### config.mk
export PLATFORM = sky130hd
export DESIGN_NAME = adc_capture_pipe
export DESIGN_NICKNAME = d
export VERILOG_FILES = /design/src/rtl/adc_capture_pkg.sv /design/src/rtl/adc_capture_pipe_sample_fifo.sv /design/src/rtl/adc_capture_pipe.sv
export SDC_FILE = /design/constraint.sdc
export NUM_CORES = 1
export LEC_CHECK = 0
export CORE_ASPECT_RATIO = 0.9
export CORE_MARGIN = 4
export CORE_UTILIZATION = 41
export DETAILED_ROUTE_END_ITERATION = 16
export DONT_BUFFER_PORTS = 1
export HOLD_SLACK_MARGIN = 0.06
export PLACE_DENSITY = 0.63
export SETUP_SLACK_MARGIN = 0.15
export SLEW_MARGIN = 40
export SYNTH_ARGS = -nofsm -noshare
export SYNTH_HDL_FRONTEND = slang
export SYNTH_HIERARCHICAL = 1
export SYNTH_SLANG_ARGS = --single-unit
### constraint.sdc
create_clock -name clock -period 2.3 [get_ports clock]
set_clock_uncertainty 0.15 [all_clocks]
set_input_delay 0.46 -clock clock [delete_from_list [all_inputs] [get_ports clock]]
set_output_delay 0.46 -clock clock [all_outputs]
set_load 0.01 [all_outputs]
### src/rtl/adc_capture_pkg.sv
// Shared definitions for the ADC capture pipeline: source-mode encodings
// and the alternating test-pattern constant.
package adc_capture_pkg;

   typedef enum logic [1:0] {
      MODE_ADC   = 2'd0,
      MODE_COUNT = 2'd1,
      MODE_ALT   = 2'd2,
      MODE_MID   = 2'd3
   } mode_e;

   localparam int unsigned MAX_WIDTH = 16;

   // phase 0 yields ...0101 (LSB set), phase 1 yields ...1010.
   function automatic logic [MAX_WIDTH-1:0] alt_pattern(input logic phase);
      logic [MAX_WIDTH-1:0] p;
      p = '0;
      for (int unsigned i = 0; i < MAX_WIDTH; i++) begin
         p[i] = (i[0] == phase);
      end
      return p;
   endfunction

endpackage

### src/rtl/adc_capture_pipe_sample_fifo.sv
// Parametrised synchronous FIFO with registered storage; head is the entry at
// the read pointer. A push into a full FIFO is dropped unless a pop coincides.
module sample_fifo #(
   parameter int unsigned DATA_WIDTH = 10,
   parameter int unsigned DEPTH      = 4
) (
   input  logic                  clock,
   input  logic                  nReset,
   input  logic                  push,
   input  logic                  pop,
   input  logic [DATA_WIDTH-1:0] din,
   output logic [DATA_WIDTH-1:0] head,
   output logic                  full,
   output logic                  empty,
   output logic                  drop
);

   localparam int unsigned AW = $clog2(DEPTH);

   logic [DATA_WIDTH-1:0] mem_q [DEPTH];
   logic [DATA_WIDTH-1:0] mem_d [DEPTH];
   logic [AW:0]           wr_q, wr_d;
   logic [AW:0]           rd_q, rd_d;
   logic                  do_pop;
   logic                  do_push;

   assign empty   = (wr_q == rd_q);
   assign full    = (wr_q[AW-1:0] == rd_q[AW-1:0]) && (wr_q[AW] != rd_q[AW]);
   assign do_pop  = pop && !empty;
   assign do_push = push && (!full || do_pop);
   assign drop    = push && full && !do_pop;
   assign head    = mem_q[rd_q[AW-1:0]];

   always_comb begin
      mem_d = mem_q;
      wr_d  = wr_q;
      rd_d  = rd_q;
      if (do_push) begin
         mem_d[wr_q[AW-1:0]] = din;
         wr_d                = wr_q + 1'b1;
      end
      if (do_pop) begin
         rd_d = rd_q + 1'b1;
      end
   end

   always_ff @(posedge clock or negedge nReset) begin
      if (!nReset) begin
         for (int unsigned i = 0; i < DEPTH; i++) begin
            mem_q[i] <= '0;
         end
         wr_q <= '0;
         rd_q <= '0;
      end else begin
         mem_q <= mem_d;
         wr_q  <= wr_d;
         rd_q  <= rd_d;
      end
   end

endmodule

### src/rtl/adc_capture_pipe.sv
// ADC capture pipeline: falling-edge ADC capture, test-source select, optional
// two's-complement conversion, clip/overflow monitoring and an output FIFO.
module adc_capture_pipe
   import adc_capture_pkg::*;
#(
   parameter int unsigned DATA_WIDTH = 10,
   parameter int unsigned FIFO_DEPTH = 4,
   parameter int unsigned TEST_STEP  = 1,
   parameter int unsigned CLIP_RUN   = 8
) (
   input  logic                  clock,
   input  logic                  nReset,
   input  logic [DATA_WIDTH-1:0] adcDatabus,
   input  logic [1:0]            mode,
   input  logic                  signedOut,
   input  logic                  enable,
   output logic [DATA_WIDTH-1:0] outData,
   output logic                  outValid,
   input  logic                  outReady,
   output logic                  clipFlag,
   output logic                  overflowFlag,
   input  logic                  statusClear
);

   localparam int unsigned           RW       = $clog2(CLIP_RUN + 1);
   localparam logic [RW-1:0]         RUN_MAX  = RW'(CLIP_RUN);
   localparam logic [DATA_WIDTH-1:0] MSB_MASK = {1'b1, {(DATA_WIDTH-1){1'b0}}};
   localparam logic [DATA_WIDTH-1:0] STEP     = DATA_WIDTH'(TEST_STEP);
   localparam logic [MAX_WIDTH-1:0]  ALT0_FULL = alt_pattern(1'b0);
   localparam logic [MAX_WIDTH-1:0]  ALT1_FULL = alt_pattern(1'b1);
   localparam logic [DATA_WIDTH-1:0] ALT0     = ALT0_FULL[DATA_WIDTH-1:0];
   localparam logic [DATA_WIDTH-1:0] ALT1     = ALT1_FULL[DATA_WIDTH-1:0];

   logic [DATA_WIDTH-1:0] adc_reg_q;
   logic [DATA_WIDTH-1:0] stage_q, stage_d;
   logic                  stage_valid_q, stage_valid_d;
   logic [DATA_WIDTH-1:0] cnt_q, cnt_d;
   logic                  phase_q, phase_d;
   logic [RW-1:0]         run_q, run_d;
   logic                  clip_q, clip_d;
   logic                  ovf_q, ovf_d;
   logic [DATA_WIDTH-1:0] raw;
   logic [RW-1:0]         run_base;
   logic                  rail;
   logic                  fifo_empty;
   logic                  fifo_full;
   logic                  fifo_drop;
   mode_e                 mode_sel;

   assign mode_sel = mode_e'(mode);

   always_ff @(negedge clock or negedge nReset) begin
      if (!nReset) adc_reg_q <= '0;
      else         adc_reg_q <= adcDatabus;
   end

   always_comb begin
      raw     = adc_reg_q;
      cnt_d   = cnt_q;
      phase_d = phase_q;
      case (mode_sel)
         MODE_ADC:   raw = adc_reg_q;
         MODE_COUNT: begin
            raw = cnt_q;
            if (enable) cnt_d = cnt_q + STEP;
         end
         MODE_ALT:   begin
            raw = phase_q ? ALT1 : ALT0;
            if (enable) phase_d = ~phase_q;
         end
         MODE_MID:   raw = MSB_MASK;
         default:    raw = adc_reg_q;
      endcase

      stage_valid_d = enable;
      stage_d       = stage_q;
      if (enable) stage_d = signedOut ? (raw ^ MSB_MASK) : raw;

      // A clear zeroes the run before the current sample is counted, so a
      // rail sample in the clear cycle still starts a new run.
      rail     = (raw == '0) || (raw == '1);
      run_base = statusClear ? '0 : run_q;
      run_d    = run_base;
      if (enable) begin
         if (!rail)                run_d = '0;
         else if (run_base != RUN_MAX) run_d = run_base + 1'b1;
      end

      clip_d = (clip_q && !statusClear) || (run_d == RUN_MAX);
      ovf_d  = (ovf_q && !statusClear) || fifo_drop;
   end

   always_ff @(posedge clock or negedge nReset) begin
      if (!nReset) begin
         stage_q       <= '0;
         stage_valid_q <= 1'b0;
         cnt_q         <= '0;
         phase_q       <= 1'b0;
         run_q         <= '0;
         clip_q        <= 1'b0;
         ovf_q         <= 1'b0;
      end else begin
         stage_q       <= stage_d;
         stage_valid_q <= stage_valid_d;
         cnt_q         <= cnt_d;
         phase_q       <= phase_d;
         run_q         <= run_d;
         clip_q        <= clip_d;
         ovf_q         <= ovf_d;
      end
   end

   sample_fifo #(
      .DATA_WIDTH (DATA_WIDTH),
      .DEPTH      (FIFO_DEPTH)
   ) u_fifo (
      .clock  (clock),
      .nReset (nReset),
      .push   (stage_valid_q),
      .pop    (outValid && outReady),
      .din    (stage_q),
      .head   (outData),
      .full   (fifo_full),
      .empty  (fifo_empty),
      .drop   (fifo_drop)
   );

   assign outValid     = !fifo_empty;
   assign clipFlag     = clip_q;
   assign overflowFlag = ovf_q;

endmodule

After elaboration in Yosys (flattened, before gate mapping) --
Cells that the tools add are included.
Operators by class: shift operators 0, magnitude comparators 3, equality and inequality tests 9, bitwise operators 4, multiplexer cells 13, add/sub/neg operators 4, reduce and logical (&&, ||, !) cells 21, div/mod/pow operators 0, multipliers 0
Operators with widths (count):
- 2-to-1 mux 10 bit | 5
- bitwise mux 40 bit | 1
- case mux 10 bit (4 select lines) | 1
- binary-select mux 10 bit (select 2 bit) | 1
- demux 10 bit (select 2 bit) | 1
- 2-to-1 mux 4 bit | 4
- adder 10 x 1 -> 10 bit, second input constant | 1
- == test 10 bit, second input constant | 1
- zero test 10 bit | 1
- logical AND 1 bit | 9
- adder 3 x 1 -> 3 bit, second input constant | 2
- >= comparator 3 bit, second input constant | 2
- inverter 2 -> 3 bit | 2
- adder 4 x 1 -> 4 bit, second input constant | 1
- == test 2 bit, second input constant | 2
- == test 4 bit, second input constant | 1
- zero test 1 bit | 4
- logical OR 1 bit | 4
- != test 4 bit, second input constant | 1
- AND reduction 2 bit | 2
- == test 3 bit | 1
- < comparator 3 x 1 -> 1 bit, second input constant | 1
- == test 2 x 1 -> 1 bit, second input constant | 1
- == test 2 bit | 1
- 3 further kinds | 4
Storage, ports and cells: memory bits (read-only) 0, latch bits 0, output and inout bits 13, memories 0, logic and storage cells 68, RAM bits 0, flip-flop bits (word level) 84

Depth between registers and ports, before layout --
depth in word-level cells 8, depth in mapped cells 10, mapped depth without buffers 10

By module --
Netlist, hierarchy kept.
By module, submodules not included:
- sample_fifo | area each 2219.6 sq um, seq. area each 1151.1 sq um, times used 1, cells each 135
- adc_capture_pipe | area each 1752.9 sq um, seq. area each 950.9 sq um, times used 1, cells each 172

==> summary.md <==
| Metric | Value |
|---|---|
| Max transition margin | `53.69%` |
| Synth Area per Inst | `12.94 sq um` |
| Worst Tran Pin Value | `0.6913 ns` |
| Width of the die | `111.8 um` |
| Worst EP required | `2.43 ns` |
| DPL Wire Length | `5445 um` |
| DR DRC count | `0` |
| Synth Register Bits | `84` |
| Crit path kind | `reg -> reg` |
| Syn Nets | `333` |
| Routed wire per std cell | `17.77 um` |
| H-tree levels | `3` |
| Vias in the first global route | `2,685` |
| Smallest hold slack | `-0.3599 ns` |
| Final Wtd Congestion | `0.7402` |
| Power Dens Cells | `1271 mW/mm^2` |
| Final wirelength | `8388 um` |
| Total negative slack | `-3.659 ns` |
| Inserted Clock Buffers | `9` |
| Initial DRC Count | `92` |
| Largest net degree at the start of global routing | `85` |
| # diodes | `0` |
| Cell family with most CP delay | `compound AO/OA/AOI/OAI gates` |
| Worst VDD drop | `0.0005542 V` |
| Initial antenna violation count | `0` |
| Clk Tree Root Cell | `clkbuf_8` |
| Crit path launch type | `flop` |
| Crit Path Max Fanout | `3` |
| Worst min path class | `in -> async` |
| Total core area | `0.009290 sq mm` |
| Yosys Warn Count | `6` |
| Worst path arrival time | `3.07 ns` |
| Asr flop ratio synth | `100.0%` |
| Static Leak | `0.002240 uW` |
| Storage element area | `0.002105 sq mm` |
| Cell row count | `33` |
| Clock latency on the worst-skew pair | `0.36 ns` |
| Post-Syn Area | `0.003973 sq mm` |
| Synth Instances | `307` |
| Initial DRT Pass Iterations | `4` |
| Multi-input gate area | `0.002125 sq mm` |
| Final slew viol count | `0` |
| Antenna Nets Post-Route | `0` |
| Die area | `0.01133 sq mm` |
| Setup Viol. Count Final | `10` |
| Nets | `371` |
| Vias/cell | `5.301` |
| Fin area | `0.005036 sq mm` |
| Register clock-pin slew on the reported worst setup and hold paths | `0.08 ns` |
| Vias | `2,502` |
| Placed cell areas | `0.004536 sq mm` |
| # port buffers | `0` |
| Total gr overflow | `0` |
| Register area share after synthesis | `52.91%` |
| CTS tree | `built` |
| Delay of the slowest critical-path stage | `0.34 ns` |
| Clk buf depth | `2` |
| Io pins | `31` |
| Crit path cell chain | `mux2i_2 -> o2bb2ai_4 -> nor3_2 -> nand4_1 -> a2bb2oi_2 -> o41a_1 -> o2bb2ai_1` |
| Violated checks | `hold timing, setup timing` |
| Initial Utilization | `42.76%` |
| First-pass GRT wire length | `13,820 um` |
| RSZ-0062 raised after global routing | `yes` |
| Buf+Inv Stages, Crit Path | `0` |
| Area growth from synthesis to layout | `26.77%` |
| Max-cap violations | `0` |
| Hold Vio Cnt, Final | `74` |
| Post-synth EDFFs | `0` |
| Status | `complete, but fails checks` |
| Unique masters post-synth | `49` |
| Synth Flop Type | `dfrtp_1` |
| Filler Cells Inserted | `771` |
| Die Ht | `101.4 um` |
| Clk sinks | `84` |
| Layout cells sized above 1 | `42.86%` |
| Total global routing track utilization | `15.73%` |
| Final worst slack | `-0.6410 ns` |
| Crit-path slowest cell | `dfrtn_1` |
| CP endpoint kind | `flop` |
## layer usage
| metal | part of all wire [%] | GRT usage (%) | vias to the layer above |
|---|---|---|---|
| met5 | 0 | 0 | - |
| met3 | 5.0 | 5.436 | 17 |
| met1 | 43 | 19.13 | 1264 |
| li1 | - | - | 1174 |
| met4 | 2.3 | 6.548 | 0 |
| met2 | 50 | 25.85 | 47 |
## logic make-up (layout without fill, tap and decap cells)
logic type / count (synthesis) / in the layout / synth area share (%)
fa+ha+maj: 8 / 8 / 2.520
compound gates: 50 / 50 / 9.449
mux: 57 / 57 / 18.87
flops: 84 / 84 / 52.91
xor+xnor: 19 / 19 / 4.851
simple gates: 68 / 68 / 8.977
buf+inv: 21 / 64 / 2.425
## registers in the layout, summed over array words and instances, names as in the netlist
signal / cells
adc_reg_q: 10
clipFlag: 1
cnt_q: 10
overflowFlag: 1
phase_q: 1
run_q: 4
stage_q: 10
stage_valid_q: 1
u_fifo/mem_q: 40
u_fifo/rd_q: 3
u_fifo/wr_q: 3
## synthesized netlist by cell type, types with 2 or more instances
cell / count / area share (%)
nand2b_1: 2 / 0.31
and2_1: 6 / 0.94
mux2i_1: 4 / 1.0
dfrtp_1: 74 / 47
nor2_1: 21 / 2.0
a21oi_1: 18 / 2.3
clkbuf_1: 3 / 0.28
dfrtn_1: 10 / 6.3
mux2_2: 43 / 12
o2bb2ai_1: 2 / 0.44
ha_1: 8 / 2.5
o41ai_1: 2 / 0.44
nand2b_2: 4 / 0.88
inv_1: 10 / 0.94
nand2_1: 12 / 1.1
nor2b_1: 3 / 0.47
nand4_1: 6 / 0.94
xnor2_1: 11 / 2.4
nand3_1: 3 / 0.38
o21ai_1: 2 / 0.25
buf_2: 5 / 0.63
xor2_1: 6 / 1.3
o22ai_1: 2 / 0.31
nor3_1: 4 / 0.50
mux4_2: 10 / 5.7
o21ai_0: 11 / 1.4
o41ai_4: 3 / 2.1
## cell usage in the layout, fill, tap and decap left out, types with 10 or more instances in the layout
master	instances
a21oi_2	14
buf_4	18
buf_6	12
clkbuf_8	10
dfrtn_1	10
dfrtp_1	72
inv_1	10
mux2_4	39
mux4_2	10
nand2_1	12
nor2_1	20
xnor2_1	11
## power breakdown
part	internal [uW]	total (uW)	switching [uW]
sequential	1990	2400	406
combinational	1700	2990	1290
clock	488	1010	525
total	4180	6400	2220
## what timing repair did
item	4_1_cts	5_1_grt
endpoints found under the setup margin	65	65
cloned	1	0
resized for setup	29	15
pin swaps	14	10
hold endpoints to repair	87	87
buffers inserted	5	7
## stage by stage
stage	instances	hold WS, ns	worst slack, ns	power (uW)	util [%]
after floorplan	307	0.01441	-0.5716	4479	-
after global placement	442	0.01772	-0.6297	5002	48.82
after detailed placement	442	0.01866	-0.7051	5124	48.82
after CTS	464	-0.3775	-0.6345	6372	52.85
after global routing	472	-0.3918	-0.7593	6776	54.21
final	472	-0.3599	-0.6410	6403	54.21
## worst paths after layout
| path | from | to | slack [ns] | cells past startpoint |
|---|---|---|---|---|
| max | adc_reg_q[3]$_DFF_NN0_ | clipFlag$_DFF_PN0_ | -0.64 | 7 |
| min | nReset | u_fifo/rd_q[2]$_DFFE_PN0P_ | -0.36 | 0 |
| max reg2reg | adc_reg_q[3]$_DFF_NN0_ | clipFlag$_DFF_PN0_ | -0.64 | 7 |
| min reg2reg | cnt_q[9]$_DFFE_PN0P_ | cnt_q[9]$_DFFE_PN0P_ | 0.33 | 1 |
| max in group asynchronous | nReset | adc_reg_q[4]$_DFF_NN0_ | 1.12 | 0 |
| min in group clock | enable | stage_q[8]$_DFFE_PN0P_ | 0.08 | 2 |
## layout make-up
cell class	instances	share of cell area, %
clock buffer	13	3.379
clock inverter	3	0.3727
inverter	10	0.7453
multi-input combinational	202	42.19
sequential	84	41.79
tap	122	3.031
timing repair buffer	38	8.497
Power figures use the tool's default switching activity.
